<file path="src/rtl/matmul_pkg.sv">
// Shared types and helpers for the sequential 3x3 (NxN) matrix multiplier.
package matmul_pkg;

    // Controller states: operand inner product, result write-back, completion pulse.
    typedef enum logic [1:0] {
        IDLE  = 2'd0,
        MAC   = 2'd1,
        WRITE = 2'd2,
        DONE  = 2'd3
    } state_t;

    localparam int DEFAULT_WIDTH = 8;
    localparam int DEFAULT_N     = 3;

    // Row-major element index of [r][c] in an n x n matrix.
    function automatic int idx(input int r, input int c, input int n = DEFAULT_N);
        return r * n + c;
    endfunction

endpackage

</file>
<file path="src/rtl/matmul_seq_ctrl_if.sv">
// Start/Busy/Done handshake plus flattened operand and result buses.
interface matmul_seq_ctrl_if
    import matmul_pkg::*;
#(
    parameter int WIDTH = DEFAULT_WIDTH,
    parameter int N     = DEFAULT_N
);
    logic                   Start;
    logic [N*N*WIDTH-1:0]   A_flat;
    logic [N*N*WIDTH-1:0]   B_flat;
    logic [N*N*WIDTH-1:0]   Out_flat;
    logic                   Busy;
    logic                   Done;

    // Requester side: issues jobs and reads results.
    modport master (
        output Start, A_flat, B_flat,
        input  Out_flat, Busy, Done
    );

    // Multiplier side.
    modport slave (
        input  Start, A_flat, B_flat,
        output Out_flat, Busy, Done
    );
endinterface

</file>
<file path="src/rtl/matmul_seq_ctrl_mac_unit.sv">
// Single shared multiply-accumulate stage; product and sum wrap at WIDTH bits.
module mac_unit
    import matmul_pkg::*;
#(
    parameter int WIDTH = DEFAULT_WIDTH
) (
    input  logic             clk,
    input  logic             Reset,
    input  logic             clr,
    input  logic             en,
    input  logic [WIDTH-1:0] a,
    input  logic [WIDTH-1:0] b,
    output logic [WIDTH-1:0] acc
);
    logic [WIDTH-1:0] acc_q;
    logic [WIDTH-1:0] acc_d;
    logic [WIDTH-1:0] prod;

    // Truncated product, then clear has priority over accumulate.
    always_comb begin
        prod  = WIDTH'(a * b);
        acc_d = acc_q;
        if (clr) begin
            acc_d = '0;
        end else if (en) begin
            acc_d = acc_q + prod;
        end
    end

    // Accumulator register.
    always_ff @(posedge clk) begin
        if (Reset) begin
            acc_q <= '0;
        end else begin
            acc_q <= acc_d;
        end
    end

    assign acc = acc_q;
endmodule

</file>
<file path="src/rtl/matmul_seq_ctrl.sv">
// Time-multiplexed NxN matrix multiplier: one MAC walks i/j/k indices,
// each result element takes N accumulate cycles plus one write-back cycle.
module matmul_seq_ctrl
    import matmul_pkg::*;
#(
    parameter int WIDTH = DEFAULT_WIDTH,
    parameter int N     = DEFAULT_N
) (
    input  logic                clk,
    input  logic                Reset,
    matmul_seq_ctrl_if.slave    bus
);
    localparam int IW = (N > 1) ? $clog2(N) : 1;
    localparam int EW = (N * N > 1) ? $clog2(N * N) : 1;
    localparam int FW = N * N * WIDTH;
    localparam logic [IW-1:0] LAST = IW'(N - 1);

    state_t             state_q, state_d;
    logic               busy_q, busy_d;
    logic               done_q, done_d;
    logic [IW-1:0]      i_q, i_d;
    logic [IW-1:0]      j_q, j_d;
    logic [IW-1:0]      k_q, k_d;
    logic [FW-1:0]      a_q, a_d;
    logic [FW-1:0]      b_q, b_d;
    logic [WIDTH-1:0]   out_q [N*N];
    logic [WIDTH-1:0]   out_d [N*N];

    logic [WIDTH-1:0]   a_arr [N*N];
    logic [WIDTH-1:0]   b_arr [N*N];
    logic [EW-1:0]      a_idx, b_idx, wr_idx;
    logic [WIDTH-1:0]   mac_acc;
    logic               mac_clr, mac_en;
    logic               start_ok;

    // Unpack captured operands and repack the result bank.
    for (genvar gi = 0; gi < N * N; gi++) begin : g_elem
        assign a_arr[gi] = a_q[gi*WIDTH +: WIDTH];
        assign b_arr[gi] = b_q[gi*WIDTH +: WIDTH];
        assign bus.Out_flat[gi*WIDTH +: WIDTH] = out_q[gi];
    end

    assign a_idx  = EW'(idx(int'(i_q), int'(k_q), N));
    assign b_idx  = EW'(idx(int'(k_q), int'(j_q), N));
    assign wr_idx = EW'(idx(int'(i_q), int'(j_q), N));

    mac_unit #(.WIDTH(WIDTH)) u_mac (
        .clk   (clk),
        .Reset (Reset),
        .clr   (mac_clr),
        .en    (mac_en),
        .a     (a_arr[a_idx]),
        .b     (b_arr[b_idx]),
        .acc   (mac_acc)
    );

    // Next-state, index sequencing and write-back selection.
    always_comb begin
        state_d  = state_q;
        i_d      = i_q;
        j_d      = j_q;
        k_d      = k_q;
        a_d      = a_q;
        b_d      = b_q;
        out_d    = out_q;
        mac_clr  = 1'b0;
        mac_en   = 1'b0;
        start_ok = bus.Start && ((state_q == IDLE) || (state_q == DONE));

        case (state_q)
            IDLE: begin
                state_d = IDLE;
            end
            MAC: begin
                mac_en = 1'b1;
                if (k_q == LAST) begin
                    k_d     = '0;
                    state_d = WRITE;
                end else begin
                    k_d = k_q + 1'b1;
                end
            end
            WRITE: begin
                out_d[wr_idx] = mac_acc;
                mac_clr       = 1'b1;
                state_d       = MAC;
                if (j_q == LAST) begin
                    j_d = '0;
                    if (i_q == LAST) begin
                        i_d     = '0;
                        state_d = DONE;
                    end else begin
                        i_d = i_q + 1'b1;
                    end
                end else begin
                    j_d = j_q + 1'b1;
                end
            end
            DONE: begin
                state_d = IDLE;
            end
            default: begin
                state_d = IDLE;
            end
        endcase

        // A new job may start from IDLE or straight out of DONE.
        if (start_ok) begin
            a_d     = bus.A_flat;
            b_d     = bus.B_flat;
            i_d     = '0;
            j_d     = '0;
            k_d     = '0;
            mac_clr = 1'b1;
            state_d = MAC;
        end

        busy_d = (state_d == MAC) || (state_d == WRITE);
        done_d = (state_d == DONE);
    end

    // State, registered Busy/Done, indices, operand copies and result bank.
    always_ff @(posedge clk) begin
        if (Reset) begin
            state_q <= IDLE;
            busy_q  <= 1'b0;
            done_q  <= 1'b0;
            i_q     <= '0;
            j_q     <= '0;
            k_q     <= '0;
            a_q     <= '0;
            b_q     <= '0;
            out_q   <= '{default: '0};
        end else begin
            state_q <= state_d;
            busy_q  <= busy_d;
            done_q  <= done_d;
            i_q     <= i_d;
            j_q     <= j_d;
            k_q     <= k_d;
            a_q     <= a_d;
            b_q     <= b_d;
            out_q   <= out_d;
        end
    end

    assign bus.Busy = busy_q;
    assign bus.Done = done_q;
endmodule

</file>
<file path="src/flat_wrapper.sv">
// flat-port wrapper written by rule: the top's interface ports become plain ports
module matmul_seq_ctrl_flat import matmul_pkg::*;
#(
    parameter int WIDTH = DEFAULT_WIDTH,
    parameter int N     = DEFAULT_N
)
  (clk, Reset, bus_Start, bus_A_flat, bus_B_flat, bus_Out_flat, bus_Busy, bus_Done);
  matmul_seq_ctrl_if #(.WIDTH(WIDTH), .N(N)) bus_i ();
  input  logic clk;
  input  logic Reset;
  input wire logic [$bits(bus_i.Start)-1:0] bus_Start;
  input wire logic [$bits(bus_i.A_flat)-1:0] bus_A_flat;
  input wire logic [$bits(bus_i.B_flat)-1:0] bus_B_flat;
  output wire logic [$bits(bus_i.Out_flat)-1:0] bus_Out_flat;
  output wire logic [$bits(bus_i.Busy)-1:0] bus_Busy;
  output wire logic [$bits(bus_i.Done)-1:0] bus_Done;
  assign bus_i.Start = bus_Start;
  assign bus_i.A_flat = bus_A_flat;
  assign bus_i.B_flat = bus_B_flat;
  assign bus_Out_flat = bus_i.Out_flat;
  assign bus_Busy = bus_i.Busy;
  assign bus_Done = bus_i.Done;
  matmul_seq_ctrl #(.WIDTH(WIDTH), .N(N)) u_core (.clk(clk), .Reset(Reset), .bus(bus_i));
endmodule
</file>
<file path="config.mk">
export PLATFORM = sky130hd
export DESIGN_NAME = matmul_seq_ctrl_flat
export DESIGN_NICKNAME = d
export VERILOG_FILES = /design/src/rtl/matmul_pkg.sv /design/src/rtl/matmul_seq_ctrl_if.sv /design/src/rtl/matmul_seq_ctrl_mac_unit.sv /design/src/rtl/matmul_seq_ctrl.sv /design/src/flat_wrapper.sv
export SDC_FILE = /design/constraint.sdc
export NUM_CORES = 1
export LEC_CHECK = 0
export CAP_MARGIN = 20
export CORE_MARGIN = 2
export CORE_UTILIZATION = 40
export DETAILED_ROUTE_END_ITERATION = 8
export PLACE_DENSITY = 0.62
export REMOVE_ABC_BUFFERS = 1
export SLEW_MARGIN = 40
export SYNTH_ARGS = -nofsm -noshare
export SYNTH_HDL_FRONTEND = slang
export SYNTH_SLANG_ARGS = --single-unit
</file>
<file path="constraint.sdc">
create_clock -name clk -period 8.2 [get_ports clk]
set_clock_uncertainty 0.05 [all_clocks]
set_input_delay 0.82 -clock clk [delete_from_list [all_inputs] [get_ports clk]]
set_output_delay 0.82 -clock clk [all_outputs]
set_load 0.005 [all_outputs]
</file>
* After elaboration in Yosys (flattened, before gate mapping)
Cells that the tools add are included.
** Word-level totals
- Logic and storage cells :: 73
- Output and inout port bits :: 74
- Bits in registers :: 234
** Cells by class
- Magnitude comparators :: 4
- Eq/ne operators :: 9
- Muxes and demuxes :: 20
- Multipliers :: 3
- Reductions and logical operators :: 9
- Add/subtract/negate cells :: 7
- Bitwise operators :: 3
** Operators with widths (number)
- 72-bit bitwise mux :: 1
- 8-bit binary-select mux with 4-bit select :: 2
- 8-bit 2-to-1 mux :: 5
- 8-bit demux with 4-bit select :: 1
- 5-bit greater-or-equal comparator (second input constant) :: 3
- 4-bit inverter with 5-bit output :: 3
- 2-bit == test (second input constant) :: 7
- 2-bit 2-to-1 mux :: 7
- 4-bit by 3-bit adder with 4-bit output :: 2
- 8-bit adder :: 1
- 2-bit by 2-bit multiplier with 4-bit output (second input constant) :: 2
- 8-bit by 8-bit multiplier with 8-bit output :: 1
- 2-bit by 1-bit adder with 2-bit output (second input constant) :: 3
- 2-bit one-hot mux with 3 select lines :: 1
- 2-bit OR reduction :: 3
- 5-bit by 1-bit less-than comparator with 1-bit output (second input constant) :: 1
- 4-bit by 2-bit adder with 4-bit output :: 1
- 2-bit by 1-bit == test with 1-bit output (second input constant) :: 2
- 1-bit 2-to-1 mux :: 3
- 1-bit logical AND :: 2
- 2-bit logical NOT :: 1
- 1-bit logical OR :: 2
- 2-bit AND reduction :: 1

* Longest topological paths before layout
- Depth after elaboration :: 8
- Mapped depth :: 28
- Depth with buffers taken out :: 26

* By module
From an unflattened synthesis, not the netlist that was laid out.
** Second synthesis, totals
- Cells, all modules :: 1463
- Area total of the unflattened synthesis :: 12431.9 µm²
** Modules (own cells, without submodules)
- matmul_seq_ctrl :: cells each 1310, area each 11084.4 µm², times used 1
- mac_unit :: cells each 153, area each 1347.5 µm², times used 1

* Least setup slack after synthesis
Ideal clock, no wire load.
- Path type :: flip-flop to flip-flop
- From :: register u_core.k_q[1]
- To :: register u_core.u_mac.acc_q[7] (netlist: u_core.u_mac.acc[7])
- Buffers on the path :: 2
- Setup slack :: 1.519 ns
- Data arrival time :: 6.505 ns
- Cell stages (with the launch flop) :: 27
- Clock period less this slack :: 6.681 ns
- Setup time :: 0.127 ns
- Cells stage by stage :: dfxtp_1 inv_1 fa_1 inv_1 ha_1 inv_1 fa_1 buf_2 buf_2 and4_2 o2bb2ai_1 nand2_1 fa_1 inv_1 fa_1 ha_1 inv_1 fa_1 inv_1 fa_1 a21o_1 a21oi_1 xnor2_1 xnor2_2 xnor3_1 nor4_1 nor4_2
** On the way
- Word-level cells in the longest chain between the ends :: 8
** RTL lines
- start: declaration :: RTL line matmul_seq_ctrl.sv:23 : logic [IW-1:0] k_q, k_d;
- start signal: assignment :: RTL line matmul_seq_ctrl.sv:140 : k_q <= k_d;
- 2-bit by 2-bit multiplier with 4-bit output :: RTL line matmul_pkg.sv:17 : return r * n + c;
- 4-bit by 3-bit adder with 4-bit output :: RTL line matmul_pkg.sv:17
- 4-bit inverter with 5-bit output (implied by the code) :: RTL line matmul_seq_ctrl.sv:53 : .b (b_arr[b_idx]),
- 8-bit binary-select mux with 4-bit select :: RTL line matmul_seq_ctrl.sv:53
- 8-bit 2-to-1 mux (implied by the code) (2 in series) :: RTL line matmul_seq_ctrl.sv:53
- 8-bit by 8-bit multiplier with 8-bit output * :: RTL line matmul_seq_ctrl_mac_unit.sv:21 : prod = WIDTH'(a * b);
- 8-bit adder * :: RTL line matmul_seq_ctrl_mac_unit.sv:26 : acc_d = acc_q + prod;
- end signal: assignment :: RTL line matmul_seq_ctrl_mac_unit.sv:33 : acc_q <= '0;
- end signal: assignment :: RTL line matmul_seq_ctrl_mac_unit.sv:35 : acc_q <= acc_d;
- end: declaration :: RTL line matmul_seq_ctrl_mac_unit.sv:15 : logic [WIDTH-1:0] acc_q;
Mark *: on every way between the ends. The rest lies on a longest branch, timed or not. The select of a mux whose other input is x is not followed.
A chain may end at the register's enable or synchronous reset.

* Worst setup path after layout
- From :: register u_core.k_q[0]
- To :: register u_core.u_mac.acc_q[7] (netlist: u_core.u_mac.acc[7])
Same word-level chain as after synthesis.

==> metrics.cfg <==
[die]
rows=61
die_h_microns=171
coreArea_sq_um=27600
chipWidth_microns=171
die-area_sq_um=29200
start_util_pct=40.4
io_pins=221

[routing]
via_per_inst=4.95
drtAntennaViolNets=0
drc=0
num_vias=9160
routed_wl_microns=27700
drt-initial-drc-count=553
wl_per_cell_microns=15.0
first_pass_iters=5

[yosys]
synth.distinct_cells=66
ys_seq_area_share_pct=42.1
yosysTopAreaCellShare_pct=42.1
synth_common_cells=nand2_1 (331), dfxtp_1 (234), a21oi_1 (181), nor2_1 (121), mux2i_1 (69)
avgSynthCellArea_sq_um=8.64
ys_seq_elements=234
yosys_warnings=0
synth-edff-count=0
synthFlopType=dfxtp_1
yosys.area.top_type=dfxtp_1
syn-cell-area_sq_um=11100
synth_cells=1288
synthArstFlopShare_pct=0
yosysMostFrequentCell=nand2_1
synthTopCellsByArea=dfxtp_1 (42%), nand2_1 (11%), a21oi_1 (8.1%), mux2i_1 (6.2%), mux4_2 (5.9%)

[clocking]
cts_max_path_buffers=3
ctsResizeCount=0
clockRootBuffer=clkbuf_16
cts_tree=yes
cts_setup_buffers=0
cts_made_buffers=26
cts.clk_slew.worst_paths_ps=60
cts.sinks=234
htree_num_levels=1
insertion_delay_ps=530
ctsHoldBuffers=0

[critical_path]
cpPeakStageDelay_ps=630
end_kind=flop
worstPathRequired_ps=8550
critPathMaxFanout=20
path_class=reg2reg
critPathSlowestCell=o2bb2ai_1
start_kind=flop
worstPathArrival_ps=7550
reg2reg_slack_ps=1000

[cells_and_area]
fill_cells=2607
antennaDiodeCount=0
drive_gt1_share_pct=6.79
stdcell_area_sq_um=14300
area_growth_pct=28.7
layout.nets=1662

[global_routing]
grt_pass1_wl_microns=44000
overflow=0
grt_max_degree=141
antenna_found_initial=0
grt.total_usage_pct=18.7
grt_pass1_vias=8445

[power]
vdd_drop_max_uv=124
total_power_mw=2.79
power.density_nw_per_um2=195
total_leakage_power_nw=5.77

[outcome]
status=finished, final reports clean

[flow_run]
cap_violations=0

[timing]
setup_viol=0
fin_crit_sh_pct=87.7
final_hold_viol_count=0
min_period_ps=7200
rsz0062_at_grt=no
drv_slew=0
fmax_mhz=139
slew_headroom_pct=46.7
worstMarginPinSlew_ps=799
fin_tns_setup_ps=0

[placed_design]
place_hpwl_microns=19600
placed_area_sq_um=13500
gp_congestion=0.832
io_buffers=220

[min_path]
min_path_type=reg2reg

## critical path: cells and delay by family (launching register included)
family	cells	cell delay (ps)
buf+inv	7	750
simple gates	3	570
flops	1	410
compound gates	3	1000
fa+ha+maj	8	3390
xor+xnor	3	570
mux	2	330
## cells by family (layout without fill, tap and decap cells)
kind of cell / Yosys count / after routing / share of synthesized area [%]
muxes: 108 / 108 / 13.1
buffers and inverters: 139 / 324 / 5.23
adders and majority gates: 56 / 56 / 7.78
DFF: 234 / 234 / 42.1
and+or+nand+nor: 508 / 508 / 18.7
xor gates and xnor gates: 16 / 16 / 1.79
AOI/OAI and AO/OA: 227 / 227 / 11.3
## path summary, 6_finish.rpt
| kind | start | cells past startpoint | endpoint |
|---|---|---|---|
| worst max-delay path | u_core.k_q[0] | 26 | u_core.u_mac.acc[7] |
| worst min-delay path | u_core.a_q[42] | 2 | u_core.a_q[42] |
| worst max register to register | u_core.k_q[0] | 26 | u_core.u_mac.acc[7] |
| worst min register to register | u_core.a_q[42] | 2 | u_core.a_q[42] |
## where the power goes
group | switching, mW | internal [mW]
combinational | 0.252 | 0.204
sequential | 0.0374 | 1.20
clock | 0.447 | 0.644
## flip-flops by register name (all words and copies together), names as in the netlist
signal / flops
u_core.bus.Out_flat: 72
u_core.b_q: 72
u_core.bus.Busy: 1
u_core.a_q: 72
u_core.u_mac.acc: 8
u_core.j_q: 2
u_core.i_q: 2
u_core.bus.Done: 1
u_core.k_q: 2
u_core.state_q: 2
## layout make-up
| cell class | count | area, sq um | area share (%) |
|---|---|---|---|
| clock buffer | 36 | 729 | 5.10 |
| clock inverter | 6 | 55.1 | 0.385 |
| inverter | 55 | 206 | 1.44 |
| multi-input combinational | 915 | 5880 | 41.1 |
| sequential | 234 | 4680 | 32.7 |
| tap | 378 | 473 | 3.30 |
| timing repair buffer | 227 | 2280 | 16.0 |
## metrics by stage
stage | utilization, % | cells | setup WS (ps) | hold slack (ps)
after CTS | 51.8 | 1850 | 976 | 400
after global placement | 48.9 | 1808 | 1000 | 388
after floorplan | - | 1204 | 1290 | 375
after global routing | 52.0 | 1851 | 511 | 415
final | 52.0 | 1851 | 1000 | 400
after detailed placement | 49.0 | 1808 | 1010 | 393
## routing by layer
layer,track usage (%),wire [microns],vias up
met5,0,0,-
met4,4.09,531,0
met3,2.73,1380,38
met2,30.3,12700,222
met1,26.4,13100,4267
li1,-,-,4633
## placed cells by master, fill, tap and decap left out, types with 3 or more instances in the layout
cell,n
a21o_1,4
a21oi_1,181
and2_1,4
and3_1,4
buf_4,5
clkbuf_1,7
clkbuf_16,27
clkdlybuf4s50_1,219
clkinv_2,5
dfxtp_1,234
fa_1,21
ha_1,32
inv_1,55
mux2_2,9
mux2i_1,69
mux4_2,29
nand2_1,330
nand2b_1,6
nand3_1,7
nand4_1,3
nor2_1,121
nor2b_1,7
nor3_1,6
nor3b_1,5
nor4_1,3
o21ai_0,9
o21ai_1,4
xnor2_1,10
Note: power is estimated with default switching activity, not from simulation.
